## src/rtl/dimmer_core.sv

```systemverilog
// LED dimmer: debounced-by-edge up/down buttons set a 16-level brightness step,
// which drives either a common PWM on all ten LEDs or a bar-graph display.
module dimmer_core (
  input  logic        clock_50,
  input  logic        clr_n,
  input  logic        up_n,
  input  logic        down_n,
  input  logic        test,
  input  logic        mode,
  output logic [9:0]  leds,
  output logic [3:0]  stepcounter,
  output logic [17:0] cyclecounter
);

  localparam int unsigned CC_W     = 18;
  localparam int unsigned STEP_W   = 4;
  localparam int unsigned LED_N    = 10;
  localparam int unsigned STEP_MAX = 15;
  localparam int unsigned TEST_MAX = 15;

  // [0],[1] synchronise, [2] holds the previous synchronised sample for edge detection
  logic [2:0] up_sync;
  logic [2:0] dn_sync;
  // Counts edges since reset release so reset-preset flop values never look like a fall
  logic [1:0] settle;

  logic              up_press_c;
  logic              dn_press_c;
  logic [CC_W-1:0]   cc_next_c;
  logic [STEP_W-1:0] pwm_level_c;
  logic              pwm_c;
  logic [LED_N-1:0]  bar_c;

  always_ff @(posedge clock_50 or posedge clr_n) begin
    if (clr_n) begin
      up_sync <= '1;
      dn_sync <= '1;
      settle  <= '0;
    end else begin
      up_sync <= {up_sync[1:0], up_n};
      dn_sync <= {dn_sync[1:0], down_n};
      if (settle != 2'd3) begin
        settle <= 2'(settle + 2'd1);
      end
    end
  end

  always_comb begin
    up_press_c = (settle == 2'd3) && up_sync[2] && !up_sync[1];
    dn_press_c = (settle == 2'd3) && dn_sync[2] && !dn_sync[1];
  end

  always_ff @(posedge clock_50 or posedge clr_n) begin
    if (clr_n) begin
      stepcounter <= '0;
    end else if (up_press_c && !dn_press_c) begin
      if (stepcounter != STEP_W'(STEP_MAX)) begin
        stepcounter <= STEP_W'(stepcounter + STEP_W'(1));
      end
    end else if (dn_press_c && !up_press_c) begin
      if (stepcounter != '0) begin
        stepcounter <= STEP_W'(stepcounter - STEP_W'(1));
      end
    end
  end

  // Short period wraps at 15; a larger value left over from the long period clears at once
  always_comb begin
    cc_next_c = CC_W'(cyclecounter + CC_W'(1));
    if (test && (cyclecounter >= CC_W'(TEST_MAX))) begin
      cc_next_c = '0;
    end
  end

  always_ff @(posedge clock_50 or posedge clr_n) begin
    if (clr_n) begin
      cyclecounter <= '0;
    end else begin
      cyclecounter <= cc_next_c;
    end
  end

  always_comb begin
    pwm_level_c = test ? cyclecounter[3:0] : cyclecounter[CC_W-1:CC_W-STEP_W];
    pwm_c       = (pwm_level_c < stepcounter);
    if (stepcounter >= STEP_W'(LED_N)) begin
      bar_c = '1;
    end else begin
      bar_c = LED_N'((LED_N'(1) << stepcounter) - LED_N'(1));
    end
  end

  always_ff @(posedge clock_50 or posedge clr_n) begin
    if (clr_n) begin
      leds <= '0;
    end else begin
      leds <= mode ? bar_c : {LED_N{pwm_c}};
    end
  end

endmodule

```

## config.mk

```make
export PLATFORM = sky130hd
export DESIGN_NAME = dimmer_core
export DESIGN_NICKNAME = d
export VERILOG_FILES = /design/src/rtl/dimmer_core.sv
export SDC_FILE = /design/constraint.sdc
export NUM_CORES = 1
export LEC_CHECK = 0
export CAP_MARGIN = 10
export CORE_ASPECT_RATIO = 1.75
export CORE_MARGIN = 2
export CORE_UTILIZATION = 50
export CTS_CLUSTER_DIAMETER = 150
export CTS_CLUSTER_SIZE = 20
export DETAILED_ROUTE_END_ITERATION = 8
export PLACE_DENSITY = 0.8
export SLEW_MARGIN = 15
export SYNTH_ARGS = -nofsm -noshare
export SYNTH_HDL_FRONTEND = slang
export SYNTH_SLANG_ARGS = --single-unit
```

## constraint.sdc

```tcl
create_clock -name clock_50 -period 2.4 [get_ports clock_50]
set_input_delay 0.6 -clock clock_50 [delete_from_list [all_inputs] [get_ports clock_50]]
set_output_delay 0.6 -clock clock_50 [all_outputs]
set_load 0.005 [all_outputs]
```

==> impl_metrics.prom <==
# TYPE chip_impl_metric gauge
chip_impl_info{name="run_status",value="completed"} 1
chip_impl_metric{name="grt_use_total",unit="%"} 20.3
chip_impl_metric{name="num-fill-cells",unit=""} 331
chip_impl_metric{name="post_route_cells_drive_above_1_share",unit="%"} 13.0
chip_impl_metric{name="fp.dieW",unit="um"} 51.3
chip_impl_info{name="top_ff_cell_synth",value="sky130_fd_sc_hd__dfrtp_1"} 1
chip_impl_info{name="hp-class",value="register to register"} 1
chip_impl_info{name="startpoint_type",value="input pin"} 1
chip_impl_info{name="critical_path.reg2reg.endpoint",value="stepcounter[3]"} 1
chip_impl_metric{name="gr-total-overflow",unit=""} 0
chip_impl_metric{name="clkPwrFrac",unit="%"} 19.1
chip_impl_info{name="clock-root-buffer",value="sky130_fd_sc_hd__clkbuf_8"} 1
chip_impl_metric{name="cts_setup_buffers",unit=""} 0
chip_impl_metric{name="clock.fmax",unit="GHz"} 0.461
chip_impl_metric{name="count_of_yosys_warnings_during_synthesis",unit=""} 0
chip_impl_metric{name="wl_met1",unit="mm"} 1.55
chip_impl_metric{name="synth_edf_count",unit=""} 0
chip_impl_metric{name="clock-skew-final",unit="ns"} 0.00688
chip_impl_metric{name="clock_transition_time_at_the_flip_flop_clock_pins_of_the_worst_setup_and_hold_paths",unit="ns"} 0.07
chip_impl_info{name="tritoncts_clock_tree",value="built"} 1
chip_impl_info{name="timing_worst_setup_path_type",value="input pin to register"} 1
chip_impl_metric{name="largest_net_degree_at_the_start_of_global_routing",unit=""} 41
chip_impl_metric{name="gp_congestion",unit=""} 0.829
chip_impl_metric{name="syn2layout_area_growth",unit="%"} 27.4
chip_impl_metric{name="layout_worst_path_cycle_share",unit="%"} 90.3
chip_impl_metric{name="crit_required",unit="ns"} 2.62
chip_impl_metric{name="netlist-cell-type-count",unit=""} 33
chip_impl_metric{name="reg2regPathDepth",unit=""} 10
chip_impl_metric{name="power_frac_comb",unit="%"} 37.5
chip_impl_metric{name="synth.yosys.seq_area_share",unit="%"} 51.5
chip_impl_metric{name="postSynth.asyncResetShare",unit="%"} 100
chip_impl_metric{name="drv_cap",unit=""} 0
chip_impl_metric{name="post_drt_via_cell_ratio",unit=""} 5.67
chip_impl_metric{name="htree_levels",unit=""} 2
chip_impl_metric{name="clkLatencyLatePin",unit="ns"} 0.29
chip_impl_metric{name="ys_ff_latch",unit=""} 40
chip_impl_metric{name="postSynthCellCount",unit=""} 186
chip_impl_metric{name="tightest_slew",unit="ns"} 0.495
chip_impl_metric{name="postCtsHoldBufs",unit=""} 0
chip_impl_metric{name="period_minus_slack",unit="ns"} 2.17
chip_impl_metric{name="wl_met3",unit="um"} 161
chip_impl_metric{name="p_per_area",unit="nW/um2"} 971
chip_impl_info{name="endpoint_kind",value="register"} 1
chip_impl_metric{name="cell_internal_pwr",unit="W"} 0.00160
chip_impl_info{name="min-delay-start",value="up_sync[0]"} 1
chip_impl_metric{name="dp_hpwl",unit="mm"} 2.99
chip_impl_metric{name="worst_hold_path.num_cells",unit=""} 0
chip_impl_metric{name="timing_max_transition_violations_final",unit=""} 0
chip_impl_metric{name="ctsLongestPathBuffers",unit=""} 2
chip_impl_info{name="critPathLaunch",value="test"} 1
chip_impl_metric{name="mean_routed_wirelength_per_cell",unit="um"} 14.6
chip_impl_metric{name="core_footprint",unit="um2"} 3830
chip_impl_info{name="grt_setup_unrepaired",value="no"} 1
chip_impl_metric{name="drc_violation_total_after_the_first_tritonroute_iteration",unit=""} 27
chip_impl_metric{name="placedInstanceArea",unit="um2"} 2400
chip_impl_metric{name="ioPinCount",unit=""} 38
chip_impl_metric{name="clock-sinks",unit=""} 40
chip_impl_metric{name="sw_frac_of_total",unit="%"} 33.9
chip_impl_metric{name="first_global_vias",unit=""} 1532
chip_impl_metric{name="setup_viol_count_final",unit=""} 0
chip_impl_metric{name="antenna_cells",unit=""} 0
chip_impl_metric{name="start_util",unit="%"} 51.1
chip_impl_metric{name="slew-limit-headroom",unit="%"} 67.0
chip_impl_metric{name="sequentialPowerShare",unit="%"} 43.5
chip_impl_metric{name="initial_antenna_violation_count",unit=""} 0
chip_impl_metric{name="remaining_drc_errors",unit=""} 0
chip_impl_metric{name="netlist_area",unit="um2"} 1960
chip_impl_info{name="hold_path_end",value="up_sync[1]"} 1
chip_impl_info{name="maxUsedRoutingLayer",value="met4"} 1
chip_impl_metric{name="antenna_violating_nets_post_route",unit=""} 0
chip_impl_info{name="rr_startpoint",value="settle[0]"} 1
chip_impl_metric{name="portBuffers",unit=""} 37
chip_impl_metric{name="power.static_leakage",unit="nW"} 1.06
chip_impl_metric{name="floorplan.rows",unit=""} 30
chip_impl_metric{name="via_count",unit=""} 1577
chip_impl_metric{name="floorplan.die.height",unit="um"} 86.8
chip_impl_metric{name="die_area",unit="um2"} 4450
chip_impl_metric{name="design_area",unit="um2"} 2490
chip_impl_metric{name="worst-endpoint-arrival",unit="ns"} 2.38
chip_impl_metric{name="synth.net_count",unit=""} 201
chip_impl_metric{name="setup_tns",unit="ns"} 0
chip_impl_metric{name="final_hold_violation_count",unit=""} 0
chip_impl_metric{name="detail_route.first_pass.iterations",unit=""} 4
chip_impl_metric{name="synthesis.area_per_instance",unit="um2"} 10.5
chip_impl_metric{name="maximum_resistive_drop_on_vdd",unit="mV"} 0.622
chip_impl_metric{name="critPathMaxFanout",unit=""} 10
chip_impl_metric{name="p_switching",unit="W"} 0.000822
chip_impl_metric{name="totalWireLength",unit="mm"} 4.05
chip_impl_metric{name="inserted_clock_buffers",unit=""} 5
chip_impl_metric{name="reg2reg_slack",unit="ns"} 0.28
chip_impl_metric{name="grt_first_pass_wirelength",unit="mm"} 6.69
chip_impl_metric{name="route.met2.wl",unit="mm"} 2.19
chip_impl_metric{name="final_net_count",unit=""} 244
registers in the layout, indices dropped and copies added (netlist names):
signal and cells:
stepcounter 4, dn_sync 3, cyclecounter 18, leds 10, up_sync 3, settle 2
how the worst max path moves through the flow:
stage,end,slack [ns],cells after the start
after floorplan,stepcounter[3],0.46,10
after global placement,leds[8],-0.03,7
after detailed placement,leds[5],-0.06,8
after CTS,stepcounter[3],0.21,10
after global routing,stepcounter[3],0.02,10
final,leds[5],0.23,8
worst max-delay path, cell delays in order:
cell and delay, ns:
sky130_fd_sc_hd__clkdlybuf4s50_1 0.59, sky130_fd_sc_hd__mux2_2 0.37, sky130_fd_sc_hd__ha_1 0.19, sky130_fd_sc_hd__nand2b_1 0.14
sky130_fd_sc_hd__o221ai_1 0.17, sky130_fd_sc_hd__a21oi_1 0.08, sky130_fd_sc_hd__buf_4 0.16, sky130_fd_sc_hd__o21ai_0 0.07
cell families after synthesis:
family	count (synthesis)	share of synthesized area (%)
buffers and inverters	13	2.88
adders and majority gates	9	6.13
muxes	10	5.50
xor gates and xnor gates	17	7.60
AOI/OAI and AO/OA	21	6.90
and+or+nand+nor	76	19.5
DFF	40	51.5
power groups by stage:
stage	Sequential, W	Clock (W)	Combinational (W)
after floorplan	0.000974	0	0.000564
after global placement	0.00106	0	0.000896
after detailed placement	0.00107	0	0.000921
after CTS	0.00105	0.000468	0.000926
after global routing	0.00109	0.000499	0.00102
final	0.00105	0.000462	0.000907
layer usage:
layer,vias up,global-route usage [%]
met2,46,36.5
met5,-,0
li1,736,-
met4,0,11.2
met1,783,20.6
met3,12,5.34
timing repair:
action,4_1_cts,5_1_grt
endpoints found under the setup margin,0,1
resized for setup,0,1
hold endpoints to repair,0,0
through the flow:
stage / util, % / std cells / hold WS [ns] / worst slack (ns) / power [W]
after floorplan: - / 186 / 0.345 / 0.458 / 0.00154
after global placement: 62.7 / 270 / 0.346 / -0.0253 / 0.00196
after detailed placement: 62.7 / 270 / 0.348 / -0.0634 / 0.00199
after CTS: 65.1 / 278 / 0.358 / 0.210 / 0.00245
after global routing: 65.2 / 278 / 0.360 / 0.0223 / 0.00261
final: 65.2 / 278 / 0.357 / 0.232 / 0.00242
final cells by class:
cell class | instances | area [um2] | share of cell area [%]
sequential | 40 | 1010 | 40.4
multi-input combinational | 133 | 896 | 35.9
timing repair buffer | 43 | 415 | 16.6
clock buffer | 6 | 82.6 | 3.31
tap | 48 | 60.1 | 2.41
inverter | 6 | 22.5 | 0.903
clock inverter | 2 | 10.0 | 0.401
cells in the mapped netlist, types with 2 or more instances:
cell | n | share of area [%]
sky130_fd_sc_hd__and3_1 | 2 | 0.64
sky130_fd_sc_hd__mux2i_1 | 4 | 2.0
sky130_fd_sc_hd__or3_1 | 4 | 1.3
sky130_fd_sc_hd__dfrtp_1 | 34 | 43
sky130_fd_sc_hd__xor2_1 | 6 | 2.7
sky130_fd_sc_hd__xnor2_1 | 11 | 4.9
sky130_fd_sc_hd__ha_1 | 8 | 5.1
sky130_fd_sc_hd__mux2_2 | 6 | 3.5
sky130_fd_sc_hd__o21ai_0 | 10 | 2.6
sky130_fd_sc_hd__and4_1 | 2 | 0.89
sky130_fd_sc_hd__nand3_1 | 7 | 1.8
sky130_fd_sc_hd__nor2_1 | 18 | 3.5
sky130_fd_sc_hd__inv_1 | 6 | 1.2
sky130_fd_sc_hd__a21oi_1 | 5 | 1.3
sky130_fd_sc_hd__nand2_1 | 17 | 3.3
sky130_fd_sc_hd__dfstp_2 | 6 | 8.1
sky130_fd_sc_hd__nand4_1 | 7 | 2.2
sky130_fd_sc_hd__nor3_1 | 7 | 1.8
sky130_fd_sc_hd__nor4_1 | 6 | 1.9
sky130_fd_sc_hd__or4_1 | 2 | 0.77
sky130_fd_sc_hd__clkbuf_1 | 6 | 1.2
layout by cell type (no fill, tap or decap), types with 4 or more instances in the layout:
cell / count
sky130_fd_sc_hd__a21oi_1: 5
sky130_fd_sc_hd__buf_4: 6
sky130_fd_sc_hd__clkbuf_8: 6
sky130_fd_sc_hd__clkdlybuf4s50_1: 37
sky130_fd_sc_hd__dfrtp_1: 34
sky130_fd_sc_hd__dfstp_2: 6
sky130_fd_sc_hd__ha_1: 7
sky130_fd_sc_hd__inv_1: 6
sky130_fd_sc_hd__mux2_2: 6
sky130_fd_sc_hd__mux2i_1: 4
sky130_fd_sc_hd__nand2_1: 17
sky130_fd_sc_hd__nand3_1: 7
sky130_fd_sc_hd__nand4_1: 7
sky130_fd_sc_hd__nor2_1: 18
sky130_fd_sc_hd__nor3_1: 7
sky130_fd_sc_hd__nor4_1: 6
sky130_fd_sc_hd__o21ai_0: 10
sky130_fd_sc_hd__or3_1: 4
sky130_fd_sc_hd__xnor2_1: 11
sky130_fd_sc_hd__xor2_1: 6
(Power assumes the default switching activity.)
